<file path="src/rtl/fetch_pkg.sv">
// ---------------------------------------------------------------------------
// fetch_pkg
// Shared definitions for the fetch-stage PC / instruction-request unit.
//   fetch_state_t    : request FSM states
//                      IDLE : post-reset, about to launch the first request
//                      WAIT : request outstanding, response will be kept
//                      HOLD : instruction buffered and presented to IF/ID
//                      DROP : request outstanding, response will be discarded
//   NOP_INSTR        : addi x0,x0,0, the buffered instruction after reset
//   DEFAULT_RESET_PC : PC used when the instantiating level does not override
// ---------------------------------------------------------------------------
package fetch_pkg;

  typedef enum logic [1:0] {
    IDLE = 2'd0,
    WAIT = 2'd1,
    HOLD = 2'd2,
    DROP = 2'd3
  } fetch_state_t;

  localparam logic [31:0] NOP_INSTR        = 32'h0000_0013;
  localparam logic [31:0] DEFAULT_RESET_PC = 32'h0040_0000;

endpackage

</file>
<file path="src/rtl/fetch_pc_unit_if.sv">
// ---------------------------------------------------------------------------
// fetch_pc_unit_if
// Instruction-memory request/response channel (single outstanding request).
//   imem_req    : request valid, held until the response cycle
//   imem_addr   : request address, stable while imem_req is high
//   imem_rvalid : response valid, terminates the current request
//   imem_rdata  : instruction word, meaningful with imem_rvalid
// Modports:
//   master : fetch side (drives req/addr)
//   slave  : memory side (drives rvalid/rdata)
// ---------------------------------------------------------------------------
interface fetch_pc_unit_if #(
  parameter int DATA_WIDTH = 32
);

  logic                  imem_req;
  logic [DATA_WIDTH-1:0] imem_addr;
  logic                  imem_rvalid;
  logic [DATA_WIDTH-1:0] imem_rdata;

  modport master (
    output imem_req,
    output imem_addr,
    input  imem_rvalid,
    input  imem_rdata
  );

  modport slave (
    input  imem_req,
    input  imem_addr,
    output imem_rvalid,
    output imem_rdata
  );

endinterface

</file>
<file path="src/rtl/fetch_pc_unit.sv">
// ---------------------------------------------------------------------------
// fetch_pc_unit
// Fetch-stage program counter and instruction-request engine. Keeps the PC,
// launches one instruction-memory request at a time, buffers the returned
// instruction for the IF/ID register and reports a memory stall whenever no
// instruction is available. Execute-stage redirects override sequential
// advance; a redirect that arrives while a request is in flight turns that
// request into a "drop" whose response is thrown away.
//
// Ports
//   clk, rst     : clock, synchronous active-high reset
//   F_PCEn       : advance to pc+4 (only honoured while an instruction is held)
//   E_PCSrc      : redirect request from Execute (wins over F_PCEn)
//   E_PCTarget   : redirect target, bits [1:0] ignored (word aligned)
//   imem         : instruction-memory channel, master side
//   F_Instr      : buffered instruction
//   F_PC         : address of F_Instr (current PC)
//   F_PCPlus4    : F_PC + 4, wrapping modulo 2^DATA_WIDTH
//   F_Valid      : F_Instr is valid
//   F_MemStall   : no instruction available (~F_Valid)
// ---------------------------------------------------------------------------
module fetch_pc_unit
  import fetch_pkg::*;
#(
  parameter int                    DATA_WIDTH = 32,
  parameter logic [DATA_WIDTH-1:0] RESET_PC   = DATA_WIDTH'(DEFAULT_RESET_PC)
) (
  input  logic                  clk,
  input  logic                  rst,
  input  logic                  F_PCEn,
  input  logic                  E_PCSrc,
  input  logic [DATA_WIDTH-1:0] E_PCTarget,
  fetch_pc_unit_if.master       imem,
  output logic [DATA_WIDTH-1:0] F_Instr,
  output logic [DATA_WIDTH-1:0] F_PC,
  output logic [DATA_WIDTH-1:0] F_PCPlus4,
  output logic                  F_Valid,
  output logic                  F_MemStall
);

  fetch_state_t          state_reg, state_next;
  logic [DATA_WIDTH-1:0] pc_reg, pc_next;
  logic [DATA_WIDTH-1:0] req_addr_reg, req_addr_next;
  logic [DATA_WIDTH-1:0] instr_q_reg, instr_q_next;

  logic [DATA_WIDTH-1:0] target_aligned;
  logic [DATA_WIDTH-1:0] pc_plus4;
  logic                  unused_target_bits;

  // Instructions are word aligned; the low target bits carry no address.
  assign target_aligned     = {E_PCTarget[DATA_WIDTH-1:2], 2'b00};
  assign unused_target_bits = ^E_PCTarget[1:0];

  // Natural wrap of the adder gives 0xFFFF_FFFC + 4 = 0.
  assign pc_plus4 = pc_reg + DATA_WIDTH'(4);

  // -------------------------------------------------------------------------
  // State register
  // -------------------------------------------------------------------------
  always_ff @(posedge clk) begin
    if (rst) begin
      state_reg    <= IDLE;
      pc_reg       <= RESET_PC;
      req_addr_reg <= RESET_PC;
      instr_q_reg  <= DATA_WIDTH'(NOP_INSTR);
    end else begin
      state_reg    <= state_next;
      pc_reg       <= pc_next;
      req_addr_reg <= req_addr_next;
      instr_q_reg  <= instr_q_next;
    end
  end

  // -------------------------------------------------------------------------
  // Next-state logic
  // -------------------------------------------------------------------------
  always_comb begin
    state_next    = state_reg;
    pc_next       = pc_reg;
    req_addr_next = req_addr_reg;
    instr_q_next  = instr_q_reg;

    unique case (state_reg)
      IDLE: begin
        // Launch the first request. A redirect arriving in this single
        // cycle is still honoured so it cannot be lost.
        if (E_PCSrc) begin
          pc_next       = target_aligned;
          req_addr_next = target_aligned;
        end else begin
          req_addr_next = pc_reg;
        end
        state_next = WAIT;
      end

      WAIT: begin
        if (imem.imem_rvalid && !E_PCSrc) begin
          instr_q_next = imem.imem_rdata;
          state_next   = HOLD;
        end else if (imem.imem_rvalid && E_PCSrc) begin
          // Response belongs to the wrong path; the request has ended, so
          // a fresh one to the target can start right away.
          pc_next       = target_aligned;
          req_addr_next = target_aligned;
        end else if (E_PCSrc) begin
          // Request still in flight; its response must be swallowed before
          // the target can be fetched.
          pc_next    = target_aligned;
          state_next = DROP;
        end
      end

      DROP: begin
        if (E_PCSrc) begin
          pc_next = target_aligned;
        end
        if (imem.imem_rvalid) begin
          // Fetch from the newest PC, including a redirect in this cycle.
          req_addr_next = E_PCSrc ? target_aligned : pc_reg;
          state_next    = WAIT;
        end
      end

      HOLD: begin
        if (E_PCSrc) begin
          pc_next       = target_aligned;
          req_addr_next = target_aligned;
          state_next    = WAIT;
        end else if (F_PCEn) begin
          pc_next       = pc_plus4;
          req_addr_next = pc_plus4;
          state_next    = WAIT;
        end
      end

      default: begin
        state_next = IDLE;
      end
    endcase
  end

  // -------------------------------------------------------------------------
  // Outputs
  // -------------------------------------------------------------------------
  assign imem.imem_req  = (state_reg == WAIT) || (state_reg == DROP);
  assign imem.imem_addr = req_addr_reg;

  assign F_Instr    = instr_q_reg;
  assign F_PC       = pc_reg;
  assign F_PCPlus4  = pc_plus4;
  assign F_Valid    = (state_reg == HOLD);
  assign F_MemStall = (state_reg != HOLD);

endmodule

</file>
<file path="src/flat_wrapper.sv">
// flat-port wrapper written by rule: the top's interface ports become plain ports
module fetch_pc_unit_flat import fetch_pkg::*;
#(
  parameter int                    DATA_WIDTH = 32,
  parameter logic [DATA_WIDTH-1:0] RESET_PC   = DATA_WIDTH'(DEFAULT_RESET_PC)
)
  (clk, rst, F_PCEn, E_PCSrc, E_PCTarget, F_Instr, F_PC, F_PCPlus4, F_Valid, F_MemStall, imem_imem_req, imem_imem_addr, imem_imem_rvalid, imem_imem_rdata);
  fetch_pc_unit_if #(.DATA_WIDTH(DATA_WIDTH)) imem_i ();
  input  logic clk;
  input  logic rst;
  input  logic F_PCEn;
  input  logic E_PCSrc;
  input  logic [DATA_WIDTH-1:0] E_PCTarget;
  output logic [DATA_WIDTH-1:0] F_Instr;
  output logic [DATA_WIDTH-1:0] F_PC;
  output logic [DATA_WIDTH-1:0] F_PCPlus4;
  output logic F_Valid;
  output logic F_MemStall;
  output wire logic [$bits(imem_i.imem_req)-1:0] imem_imem_req;
  output wire logic [$bits(imem_i.imem_addr)-1:0] imem_imem_addr;
  input wire logic [$bits(imem_i.imem_rvalid)-1:0] imem_imem_rvalid;
  input wire logic [$bits(imem_i.imem_rdata)-1:0] imem_imem_rdata;
  assign imem_imem_req = imem_i.imem_req;
  assign imem_imem_addr = imem_i.imem_addr;
  assign imem_i.imem_rvalid = imem_imem_rvalid;
  assign imem_i.imem_rdata = imem_imem_rdata;
  fetch_pc_unit #(.DATA_WIDTH(DATA_WIDTH), .RESET_PC(RESET_PC)) u_core (.clk(clk), .rst(rst), .F_PCEn(F_PCEn), .E_PCSrc(E_PCSrc), .E_PCTarget(E_PCTarget), .imem(imem_i), .F_Instr(F_Instr), .F_PC(F_PC), .F_PCPlus4(F_PCPlus4), .F_Valid(F_Valid), .F_MemStall(F_MemStall));
endmodule
</file>
<file path="config.mk">
export PLATFORM = sky130hd
export DESIGN_NAME = fetch_pc_unit_flat
export DESIGN_NICKNAME = d
export VERILOG_FILES = /design/src/rtl/fetch_pkg.sv /design/src/rtl/fetch_pc_unit_if.sv /design/src/rtl/fetch_pc_unit.sv /design/src/flat_wrapper.sv
export SDC_FILE = /design/constraint.sdc
export NUM_CORES = 1
export LEC_CHECK = 0
export CORE_ASPECT_RATIO = 1.5
export CORE_MARGIN = 5
export CORE_UTILIZATION = 47
export DETAILED_ROUTE_END_ITERATION = 8
export HOLD_SLACK_MARGIN = 0.02
export PLACE_DENSITY = 0.82
export SLEW_MARGIN = 0
export SYNTH_ARGS = -nofsm -noshare
export SYNTH_HDL_FRONTEND = slang
export SYNTH_SLANG_ARGS = --single-unit
</file>
<file path="constraint.sdc">
create_clock -name clk -period 2.7 [get_ports clk]
set_input_delay 0.54 -clock clk [delete_from_list [all_inputs] [get_ports clk]]
set_output_delay 0.54 -clock clk [all_outputs]
set_load 0.05 [all_outputs]
</file>
==> results.md <==
* Status: finished, violations left
* Failing checks: setup timing
* Routed WL at approximately 24000 µm
* Final core utilization at 0.730
* Wirelength per Cell at about 20 µm
* Top_reg_cell synth: dfxtp_1
* Slowest cell on the critical path: or4_4
* TritonCTS sink count at between 90 and 100
* Initial antenna violation count at 0
* Gr ovfl total at 0
* Number of global-route vias before repair at ~7100
* FP Rows at 50
* Overall routing resource usage at 0.308
* FF-to-FF path depth at 7
* Headroom to the max-slew limit at 0.519
* Setup slack after layout at -84.3 ps
* Commonest non-fill, non-tap cells in the layout: 165 x clkdlybuf4s50_1, 118 x nand2_1, 105 x a21oi_1, 96 x buf_4, 76 x dfxtp_1
* HPWL after DPL at approximately 17000 µm
* Yosys warns at 0
* Peak supply drop at between 0.3 and 0.4 mV
* DR vias/cell at ~6.3
* Full die area at approximately 0.015 mm²
* Hold Vio Cnt, Final at 0
* CP cell instances: ha_4, nand4_1, or4_4, nor4_4, xor2_4, buf_12
* CTS tree: done
* Startpoint type of the worst setup path: register
* Clk root buf: clkbuf_16
* FF+latch count, synth at 98
* CTS Hold Bufs at 0
* Syn_nets at between 800 and 900
* Unrepaired setup endpoints after global routing: yes
* Final setup viols at 3
* GPL Wtd Cong at about 0.97
* Area growth, synth to finish at 52.5%
* Worst-skew pair later-pin latency at roughly 360 ps
* Worst setup path class: reg -> out
* Hold path depth at 2
* CTS Buffer Depth at 2
* Seq/Total Area, Yosys at 0.328
* Vias at between 7000 and 8000
* Final period utilization at 1.03
* Maxcap violations at 0
* Leakage at between 3 and 4 nW
* Port Buffers at 197
* Total CTS buffers at 9
* Layout cells sized above 1 at 0.193
* Avg Inst Size Synth at approximately 7.5 µm²
* Diodes inserted at 0
* Post-Synth Simple-Gate Area at 0.231
* Clock Pin Slew Worst Setup and Hold Paths at roughly 70 ps
* First-pass GRT wire length at ~37000 µm
* Post-Synthesis Cells at 800
* Req. time, crit path at 2160 ps
* Compound-Gate Fraction of Synth Area at 0.310
* Number of nets with antenna violations after routing at 0
* Mux cell area share after synthesis at 0.0301
* Final Critical Period at between 2000 and 3000 ps
* Nets at 1091
* PwrDens at around 570 mW/mm²
* Critical Path AT at approximately 2200 ps
* Final Non-Filler Cells at 1178
* CP Max Fanout at 6
* Worst slew pin tran at between 700 and 800 ps
* Post-synth EDFFs at 0
* Max frequency at between 300 and 400 MHz
* H-tree Lvls at 3
* Iter 0 DRT Violations at 720
* Synth Area in XOR/XNOR at 0.0234
* Adder-cell area share of the yosys netlist at 0.0104
* Boundary Pins at 200
* Commonest non-fill, non-tap cell in the layout: clkdlybuf4s50_1
* Area of the mapped netlist at roughly 0.0060 mm²
* Core footprint at 0.0125 mm²
* Die Ht at between 100 and 150 µm
* Die width at a little over 100 µm
* Max Clock Skew at 10.4 ps
* Placed insts at around 1100
* Pre-Repair DR Iteration Count at 5
* Ys async rst share at 0
* Slowest stage delay, CP at approximately 530 ps
* Largest net degree at the start of global routing at between 80 and 90
* Hold/Removal Path Class: reg -> reg
* Max-slew violations at 0
* Endpoint type of the worst setup path: output port
* Yosys cell types at 72
* DRC Markers at 0
* Starting density of the core at 0.479
* Main combinational cell family by area after synthesis: compound AO/OA/AOI/OAI gates
through the flow:
step                      setup WS, ps  TNS (ps)  total power (W)  area, µm²  hold slack, ps
after floorplan                   -184      -253          0.00298       6070             504
after global placement             174         0          0.00377       8560             440
after detailed placement           159         0          0.00379       8560             446
after CTS                        -93.2      -322          0.00517       9010             455
after global routing              -136      -584          0.00540       9130             470
final                            -84.3      -157          0.00521       9130             454
critical path, delay by kind of cell, from the launching register on:
kind | cells | cell delay (ps)
xor gates and xnor gates | 1 | 210
DFF | 1 | 350
and+or+nand+nor | 3 | 1010
adders and majority gates | 1 | 140
buffers and inverters | 1 | 160
synth_stat cells (4+ instances only):
| master | n | share of area |
|---|---|---|
| nand2_1 | 118 | 0.074 |
| a21oi_1 | 105 | 0.088 |
| dfxtp_1 | 98 | 0.33 |
| clkbuf_1 | 54 | 0.034 |
| o21ai_0 | 40 | 0.033 |
| nor2_1 | 32 | 0.020 |
| nand3_1 | 26 | 0.022 |
| nor3_1 | 20 | 0.017 |
| a211oi_1 | 19 | 0.024 |
| inv_1 | 18 | 0.011 |
| mux2i_1 | 18 | 0.030 |
| nand2b_1 | 15 | 0.016 |
| buf_2 | 14 | 0.012 |
| a22oi_1 | 13 | 0.016 |
| a221oi_1 | 12 | 0.018 |
| o211ai_1 | 12 | 0.015 |
| a31oi_1 | 11 | 0.011 |
| o21a_1 | 10 | 0.013 |
| nand4_1 | 9 | 0.0094 |
| or2_2 | 9 | 0.0094 |
| a21o_1 | 8 | 0.010 |
| xnor2_1 | 8 | 0.012 |
| xor2_1 | 8 | 0.012 |
| and3_1 | 7 | 0.0073 |
| nor4_1 | 7 | 0.0073 |
| o22ai_1 | 7 | 0.0073 |
| or4_1 | 6 | 0.0075 |
| and2_1 | 5 | 0.0052 |
| and4_1 | 5 | 0.0073 |
| buf_1 | 5 | 0.0031 |
| ha_1 | 5 | 0.010 |
| o21ai_1 | 4 | 0.0033 |
| or3_1 | 4 | 0.0042 |
kinds of logic after synthesis:
family                   after synthesis
AND/OR/NAND/NOR                      278
adder cells (fa/ha/maj)                5
AO/OA/AOI/OAI                        287
buffers and inverters                 98
XOR/XNOR                              16
multiplexers                          18
flip-flops                            98
routing by layer:
metal  wire length [µm]  GRT usage  vias up
met2              11600      0.511      523
met5                  0          0        -
met3               2870     0.0835      119
met1               8080      0.352     3443
met4               1410      0.175        0
li1                   -          -     3369
area by class of cell:
| cell class | instances | area, µm² |
|---|---|---|
| Clock buffer | 9 | 225 |
| Clock inverter | 7 | 83.8 |
| Fill cell | 962 | 3380 |
| Inverter | 20 | 75.1 |
| Multi-Input combinational cell | 604 | 3760 |
| Sequential cell | 98 | 2010 |
| Tap cell | 156 | 195 |
| Timing Repair Buffer | 284 | 2790 |
power by group:
group	leakage (nW)	total [W]	switching, W	internal [W]
clock network	0.149	0.00138	0.000639	0.000736
logic	2.55	0.00214	0.00134	0.000794
registers	0.813	0.00170	0.000118	0.00158
total	3.51	0.00521	0.00210	0.00311
worst paths after layout:
kind                                      to                             start  slack (ps)
min reg2reg  u_core.F_Instr[18]$_SDFFE_PP0P_   u_core.F_Instr[18]$_SDFFE_PP0P_         450
max reg2reg     u_core.F_PC[11]$_SDFFE_PP0P_  u_core.state_reg[0]$_SDFFE_PP0P_         190
max                            F_PCPlus4[30]       u_core.F_PC[3]$_SDFFE_PP0P_         -80
min          u_core.F_Instr[18]$_SDFFE_PP0P_   u_core.F_Instr[18]$_SDFFE_PP0P_         450
timing repair:
item / CTS / global route
gates resized for setup: 22 / 8
endpoints found under the setup margin: 13 / 13
buffers inserted: 10 / 12
pin swaps: 7 / 10
No activity file was read; power rests on OpenSTA's default activity.
